===== config.mk =====
export PLATFORM = sky130hd
export DESIGN_NAME = seg_scan_driver
export DESIGN_NICKNAME = d
export VERILOG_FILES = /design/src/rtl/seg_scan_driver.sv
export SDC_FILE = /design/constraint.sdc
export NUM_CORES = 1
export LEC_CHECK = 0
export ABC_AREA = 1
export BUFFER_PORTS_ARGS = -buffer_cell sky130_fd_sc_hd__buf_2
export CAP_MARGIN = 40
export CORE_MARGIN = 2
export CORE_UTILIZATION = 40
export DETAILED_ROUTE_END_ITERATION = 6
export PLACE_DENSITY_LB_ADDON = 0.2
export SLEW_MARGIN = 0
export SYNTH_ARGS = -nofsm -noshare
export SYNTH_HDL_FRONTEND = slang
export SYNTH_SLANG_ARGS = --single-unit

===== constraint.sdc =====
create_clock -name clk -period 4.3 [get_ports clk]
set_input_delay 0.645 -clock clk [delete_from_list [all_inputs] [get_ports clk]]
set_output_delay 0.645 -clock clk [all_outputs]
set_load 0.05 [all_outputs]

===== src/rtl/seg_scan_driver.sv =====
// seg_scan_driver -- time-multiplexed seven-segment display driver.
//
// Scans NUM_DIGITS digits one at a time. Each digit gets GUARD_CYCLES
// all-off cycles (anti-ghosting gap) followed by SCAN_DIV driven cycles.
// Display data is double-buffered: load fills a pending buffer, which is
// promoted to the shadow (displayed) buffer only at the frame boundary,
// so a frame never shows a mix of old and new data.
//
// Optional feature: define LEADING_ZERO_BLANK_EN to suppress leading zeros
// (digit k>0 goes dark when it and every higher nibble are 0 with no dp set).
//
// Ports:
//   clk        system clock
//   reset      synchronous, active-high reset
//   value      hex nibbles, digit k = value[4k+3:4k], digit 0 rightmost
//   dp_in      decimal point per digit, 1 = lit
//   blank_in   force digit dark, 1 = blank
//   load       one-cycle strobe capturing value/dp_in/blank_in into pending
//   an         digit enables (pin level)
//   seg        segments {g,f,e,d,c,b,a} (pin level)
//   dp         decimal point (pin level)
//   frame_done one-cycle pulse on the last driven cycle of the last digit
module seg_scan_driver #(
    parameter int NUM_DIGITS   = 4,
    parameter int SCAN_DIV     = 50000,
    parameter int GUARD_CYCLES = 16,
    parameter int ACTIVE_LOW   = 1
) (
    input  logic                    clk,
    input  logic                    reset,
    input  logic [4*NUM_DIGITS-1:0] value,
    input  logic [NUM_DIGITS-1:0]   dp_in,
    input  logic [NUM_DIGITS-1:0]   blank_in,
    input  logic                    load,
    output logic [NUM_DIGITS-1:0]   an,
    output logic [6:0]              seg,
    output logic                    dp,
    output logic                    frame_done
);

    localparam int CNT_MAX = (SCAN_DIV > GUARD_CYCLES) ? SCAN_DIV : GUARD_CYCLES;
    localparam int CW      = $clog2(CNT_MAX + 1);
    localparam int IW      = (NUM_DIGITS > 1) ? $clog2(NUM_DIGITS) : 1;

    localparam logic [CW-1:0] GUARD_LAST = CW'(GUARD_CYCLES - 1);
    localparam logic [CW-1:0] DRIVE_LAST = CW'(SCAN_DIV - 1);
    localparam logic [IW-1:0] IDX_LAST   = IW'(NUM_DIGITS - 1);

    // Polarity masks: internal levels are active-high, XOR gives pin level.
    localparam logic [NUM_DIGITS-1:0] AN_POL  = (ACTIVE_LOW != 0) ? '1 : '0;
    localparam logic [6:0]            SEG_POL = (ACTIVE_LOW != 0) ? '1 : '0;
    localparam logic                  DP_POL  = (ACTIVE_LOW != 0);

    localparam logic [0:0] ST_GUARD = 1'b0;
    localparam logic [0:0] ST_DRIVE = 1'b1;

    logic [0:0]              state, state_n;
    logic [CW-1:0]           cnt, cnt_n;
    logic [IW-1:0]           idx, idx_n;
    logic                    fd_n;

    logic [4*NUM_DIGITS-1:0] shadow_val, pending_val;
    logic [NUM_DIGITS-1:0]   shadow_dp, pending_dp;
    logic [NUM_DIGITS-1:0]   shadow_blank, pending_blank;
    logic                    pending_valid;

    logic [NUM_DIGITS-1:0]   blank_eff;
    logic [NUM_DIGITS-1:0]   an_n;
    logic [6:0]              seg_n;
    logic                    dp_n;

    function automatic logic [6:0] decode(input logic [3:0] nib);
        case (nib)
            4'h0:    decode = 7'b0111111;
            4'h1:    decode = 7'b0000110;
            4'h2:    decode = 7'b1011011;
            4'h3:    decode = 7'b1001111;
            4'h4:    decode = 7'b1100110;
            4'h5:    decode = 7'b1101101;
            4'h6:    decode = 7'b1111101;
            4'h7:    decode = 7'b0000111;
            4'h8:    decode = 7'b1111111;
            4'h9:    decode = 7'b1101111;
            4'hA:    decode = 7'b1110111;
            4'hB:    decode = 7'b1111100;
            4'hC:    decode = 7'b0111001;
            4'hD:    decode = 7'b1011110;
            4'hE:    decode = 7'b1111001;
            default: decode = 7'b1110001;
        endcase
    endfunction

`ifdef LEADING_ZERO_BLANK_EN
    logic [NUM_DIGITS-1:0] lz_blank;
    logic                  zero_run;

    // Walk from the top digit down; the run of all-zero, no-dp digits is dark.
    always_comb begin
        lz_blank = '0;
        zero_run = 1'b1;
        for (int unsigned k = 0; k < NUM_DIGITS - 1; k++) begin
            zero_run = zero_run
                     && (shadow_val[4*(NUM_DIGITS-1-k) +: 4] == 4'h0)
                     && !shadow_dp[NUM_DIGITS-1-k];
            lz_blank[NUM_DIGITS-1-k] = zero_run;
        end
    end

    assign blank_eff = shadow_blank | lz_blank;
`else
    assign blank_eff = shadow_blank;
`endif

    // Next-state and next-output logic. Outputs are registered from the
    // next state so the pins line up cycle-for-cycle with the FSM phase.
    always_comb begin
        state_n = state;
        cnt_n   = cnt + 1'b1;
        idx_n   = idx;
        if (state == ST_GUARD) begin
            if (cnt == GUARD_LAST) begin
                state_n = ST_DRIVE;
                cnt_n   = '0;
            end
        end else if (cnt == DRIVE_LAST) begin
            state_n = ST_GUARD;
            cnt_n   = '0;
            idx_n   = (idx == IDX_LAST) ? '0 : idx + 1'b1;
        end

        fd_n  = (state_n == ST_DRIVE) && (idx_n == IDX_LAST) && (cnt_n == DRIVE_LAST);

        an_n  = '0;
        seg_n = '0;
        dp_n  = 1'b0;
        if (state_n == ST_DRIVE) begin
            an_n[idx_n] = 1'b1;
            if (!blank_eff[idx_n]) begin
                seg_n = decode(shadow_val[4*idx_n +: 4]);
                dp_n  = shadow_dp[idx_n];
            end
        end
    end

    always_ff @(posedge clk) begin
        if (reset) begin
            state         <= ST_GUARD;
            cnt           <= '0;
            idx           <= '0;
            shadow_val    <= '0;
            shadow_dp     <= '0;
            shadow_blank  <= '0;
            pending_val   <= '0;
            pending_dp    <= '0;
            pending_blank <= '0;
            pending_valid <= 1'b0;
            an            <= AN_POL;
            seg           <= SEG_POL;
            dp            <= DP_POL;
            frame_done    <= 1'b0;
        end else begin
            state      <= state_n;
            cnt        <= cnt_n;
            idx        <= idx_n;
            an         <= an_n ^ AN_POL;
            seg        <= seg_n ^ SEG_POL;
            dp         <= dp_n ^ DP_POL;
            frame_done <= fd_n;

            // Shadow only moves at the frame boundary; a load landing on
            // that same cycle bypasses pending and goes straight to shadow.
            if (load && frame_done) begin
                shadow_val    <= value;
                shadow_dp     <= dp_in;
                shadow_blank  <= blank_in;
                pending_valid <= 1'b0;
            end else begin
                if (frame_done && pending_valid) begin
                    shadow_val    <= pending_val;
                    shadow_dp     <= pending_dp;
                    shadow_blank  <= pending_blank;
                    pending_valid <= 1'b0;
                end
                if (load) begin
                    pending_val   <= value;
                    pending_dp    <= dp_in;
                    pending_blank <= blank_in;
                    pending_valid <= 1'b1;
                end
            end
        end
    end

endmodule


==> run summary <==
====================================================================================
FF+latch count, synth                                                             81
Dominant combinational cell family by area after synthesis              simple AND/OR/NAND/NOR gates
Sw Ratio                                                                       0.261
Boundary Pins                                                                     40
Via density per instance                                                        4.97
Clock skew                                                                 0.0117 ns
Data required time at the worst endpoint                                     4.54 ns
Vias after detailed routing                                                     3482
Placed Instances                                                                 685
Total net switching power                                                   0.357 mW
Endpoint kind of the worst setup timing path                                register
Placement-stage worst setup slack                                            1.83 ns
Result of the run                                                          completed
Overflow left after global routing                                                 0
Post-Syn Instances                                                               535
Initial Util                                                                   0.415
Data arrival time of the critical path                                       2.77 ns
Post-layout power                                                            1.37 mW
Mean routed wirelength per cell                                              12.8 um
CP Class                                                                  reg -> reg
Synthesized-area fraction occupied by adder cells                             0.0259
Minimum clock period                                                         2.53 ns
Routability-driven placement congestion ratio                                  0.934
Cell Chain, Critical Path                                               ha_1, nand3_4, nor2_8, nand3_2, nand2_4, nand2_1, nand2_1, nand2_1, nand2_1, inv_1, ha_1, nand3_1, nand2_1, nand2_1, nand3_1
Number of buffers and inverters on the critical path                               1
Number of antenna-violating nets in the routed design                              0
Total power per unit cell area                                           315 nW/um^2
Total die area                                                            10500 um^2
Synth area leader                                                            dfxtp_1
Cell types with the largest area share after synthesis                  dfxtp_1 42%, nor2_1 9.1%, nand2_1 7.8%
Buffers added on ports                                                            39
Clock tree from TritonCTS                                                      built
Max Fclk                                                                     395 MHz
Fraction of power consumed by the clock network                                0.378
HP Class                                                                  reg -> reg
Resize count post-CTS                                                              0
Simple-gate area share of the yosys netlist                                    0.305
VDD IR-drop max                                                           0.000148 V
Summed negative setup slack over all endpoints                                  0 ns
Top-area cell type share of the netlist area                                   0.419
Root cell of the clock tree                                                 clkbuf_8
Layout area overhead                                                           12.2%
Worst max-slew margin expressed relative to the limit                          0.460
Reported max-cap violation count                                                   0
Post-synthesis compound-gate area fraction                                     0.156
Iteration-0 DRC Markers                                                          140
Global-route wire length before repair                                      15500 um
Slowest stage delay, CP                                                      0.39 ns
Startpoint type of the worst setup path                                     register
Routed WL                                                                    8950 um
Number of levels in the clock H-tree                                               3
Sequential cell area fraction in the yosys report                              0.419
Largest net degree at the start of global routing                                 50
Commonest non-fill, non-tap cells in the layout                         94 x nor2_1, 81 x dfxtp_1, 80 x nand2_1, 51 x o21ai_0, 49 x inv_1
Synth warnings                                                                     0
Max clock buf depth                                                                2
Antenna violations before repair                                                   0
Portion of total power attributed to combinational logic                       0.053
Cell family contributing the most delay on the critical path            simple AND/OR/NAND/NOR gates
Die height                                                                    102 um
Relative contribution of sequential cells to total power                       0.568
Number of buffers added for setup after CTS                                        0
Most Frequent Cell on Critical Path                                          nand2_1
Max FO, Critical Path                                                             10
Final count of hold timing violations                                              0
Number of optimization iterations in the first detailed-route pass                 4
Detail Placement HPWL                                                        6340 um
Commonest non-fill, non-tap cell in the layout                                nor2_1
Unrepaired setup endpoints after global routing                                   no
Synthesized area                                                           3870 um^2
Number of global-route vias before repair                                       3233
Reg clk slew, reported paths                                                 0.09 ns
Remaining design rule violation count                                              0
NumNets Final                                                                    602
Leakage dissipation                                                          1.85 nW
Num rows                                                                          35
Slowest CP cell                                                              dfxtp_1
Actual slew at the worst max-slew pin                                       0.808 ns
Post-Syn Nets                                                                    570
Number of max-slew violations in the final report                                  0
Worst path setup slack after routing                                         1.77 ns
Std-Cell Core Area                                                         9330 um^2
Finish-stage setup viols                                                           0
Worst-case hold slack                                                       0.496 ns
Mux cell area share after synthesis                                                0
Share of cells above drive strength 1                                          0.157
Avg Synthesized Cell Area                                                  7.23 um^2
Clk_lat worst skew                                                           0.36 ns
Share of the clock period used by the worst path after layout                  0.589
Clock tree sinks                                                                  81
Global routing usage summed across all routing layers                          0.188
Number of buffers inserted for hold repair after clock tree synthesis              0
Pint                                                                         1.01 mW
Final non-filler cell total                                                      701
Count of distinct cell types in the synthesized netlist                           33
Number of diodes added for antenna fixing                                          0
Number of buffers created by CTS                                                   9
DIE WIDTH                                                                     102 um
Post-Synth XOR/XNOR Area                                                      0.0181
====================================================================================
## cell usage after synthesis (all sizes together)
cell	instances
o21ai	57
inv	55
a21oi	27
buf	4
or2	2
o21bai	1
o22ai	25
xor2	6
nor2	101
clkbuf	17
nor3	10
xnor2	2
nand3b	1
nand2	90
nand4	7
dfxtp	81
o31ai	1
ha	8
nor3b	1
nand3	39
## worst register-to-register path, cell delays in order (launching register included)
cell	delay (ns)
dfxtp_1	0.39
ha_1	0.26
nand3_4	0.13
nor2_8	0.17
nand3_2	0.20
nand2_4	0.20
nand2_1	0.08
nand2_1	0.06
nand2_1	0.06
nand2_1	0.15
inv_1	0.12
ha_1	0.33
nand3_1	0.09
nand2_1	0.06
nand2_1	0.05
nand3_1	0.07
## logic make-up (layout without fill, tap and decap cells)
family	count (synthesis)	after routing
compound gates	111	111
xor+xnor	8	8
simple gates	251	251
buf+inv	76	113
flops	81	81
fa+ha+maj	8	8
## power groups by stage
stage                     clock (mW)  sequential (mW)  combinational (mW)
after global routing           0.571            0.780              0.0834
final                          0.518            0.777              0.0729
after floorplan                    0            0.793              0.0462
after global placement             0            0.794              0.0713
after CTS                      0.535            0.777              0.0737
after detailed placement           0            0.795              0.0727
## metal layers
metal	track usage	vias to the layer above	wire, um
li1	-	1820	-
met1	0.267	1585	4550
met2	0.284	66	3930
met3	0.0315	11	330
met4	0.0749	0	148
met5	0	-	0
## registers in the layout, summed over array words and instances (netlist names)
register,cells
an,4
blank_eff,4
cnt,16
dp,1
frame_done,1
idx,2
pending_blank,4
pending_dp,4
pending_val,16
pending_valid,1
seg,7
shadow_dp,4
shadow_val,16
state,1
## path summary, 6_finish.rpt
path         cells after the start                         end  slack (ns)                       start
min                              2  pending_valid$_SDFFE_PP0P_        0.50  pending_valid$_SDFFE_PP0P_
min reg2reg                      2  pending_valid$_SDFFE_PP0P_        0.50  pending_valid$_SDFFE_PP0P_
max                             15           seg[3]$_SDFF_PP1_        1.77           cnt[0]$_SDFF_PP0_
max reg2reg                     15           seg[3]$_SDFF_PP1_        1.77           cnt[0]$_SDFF_PP0_
## final cells by class
cell class | count | area, um^2
clock buffer | 9 | 124
clock inverter | 7 | 55.1
fill | 991 | 4990
inverter | 55 | 206
multi-input combinational | 378 | 1950
sequential | 81 | 1620
tap | 129 | 161
timing repair buffer | 42 | 218
## through the flow
| step | utilization | instance area [um^2] |
|---|---|---|
| 4_1_cts | 0.465 | 4340 |
| 6_report | 0.465 | 4340 |
| 2_1_floorplan | - | 3870 |
| 3_3_place_gp | 0.446 | 4160 |
| 5_1_grt | 0.465 | 4340 |
| 3_5_place_dp | 0.446 | 4160 |
Note: power is estimated with default switching activity, not from simulation.
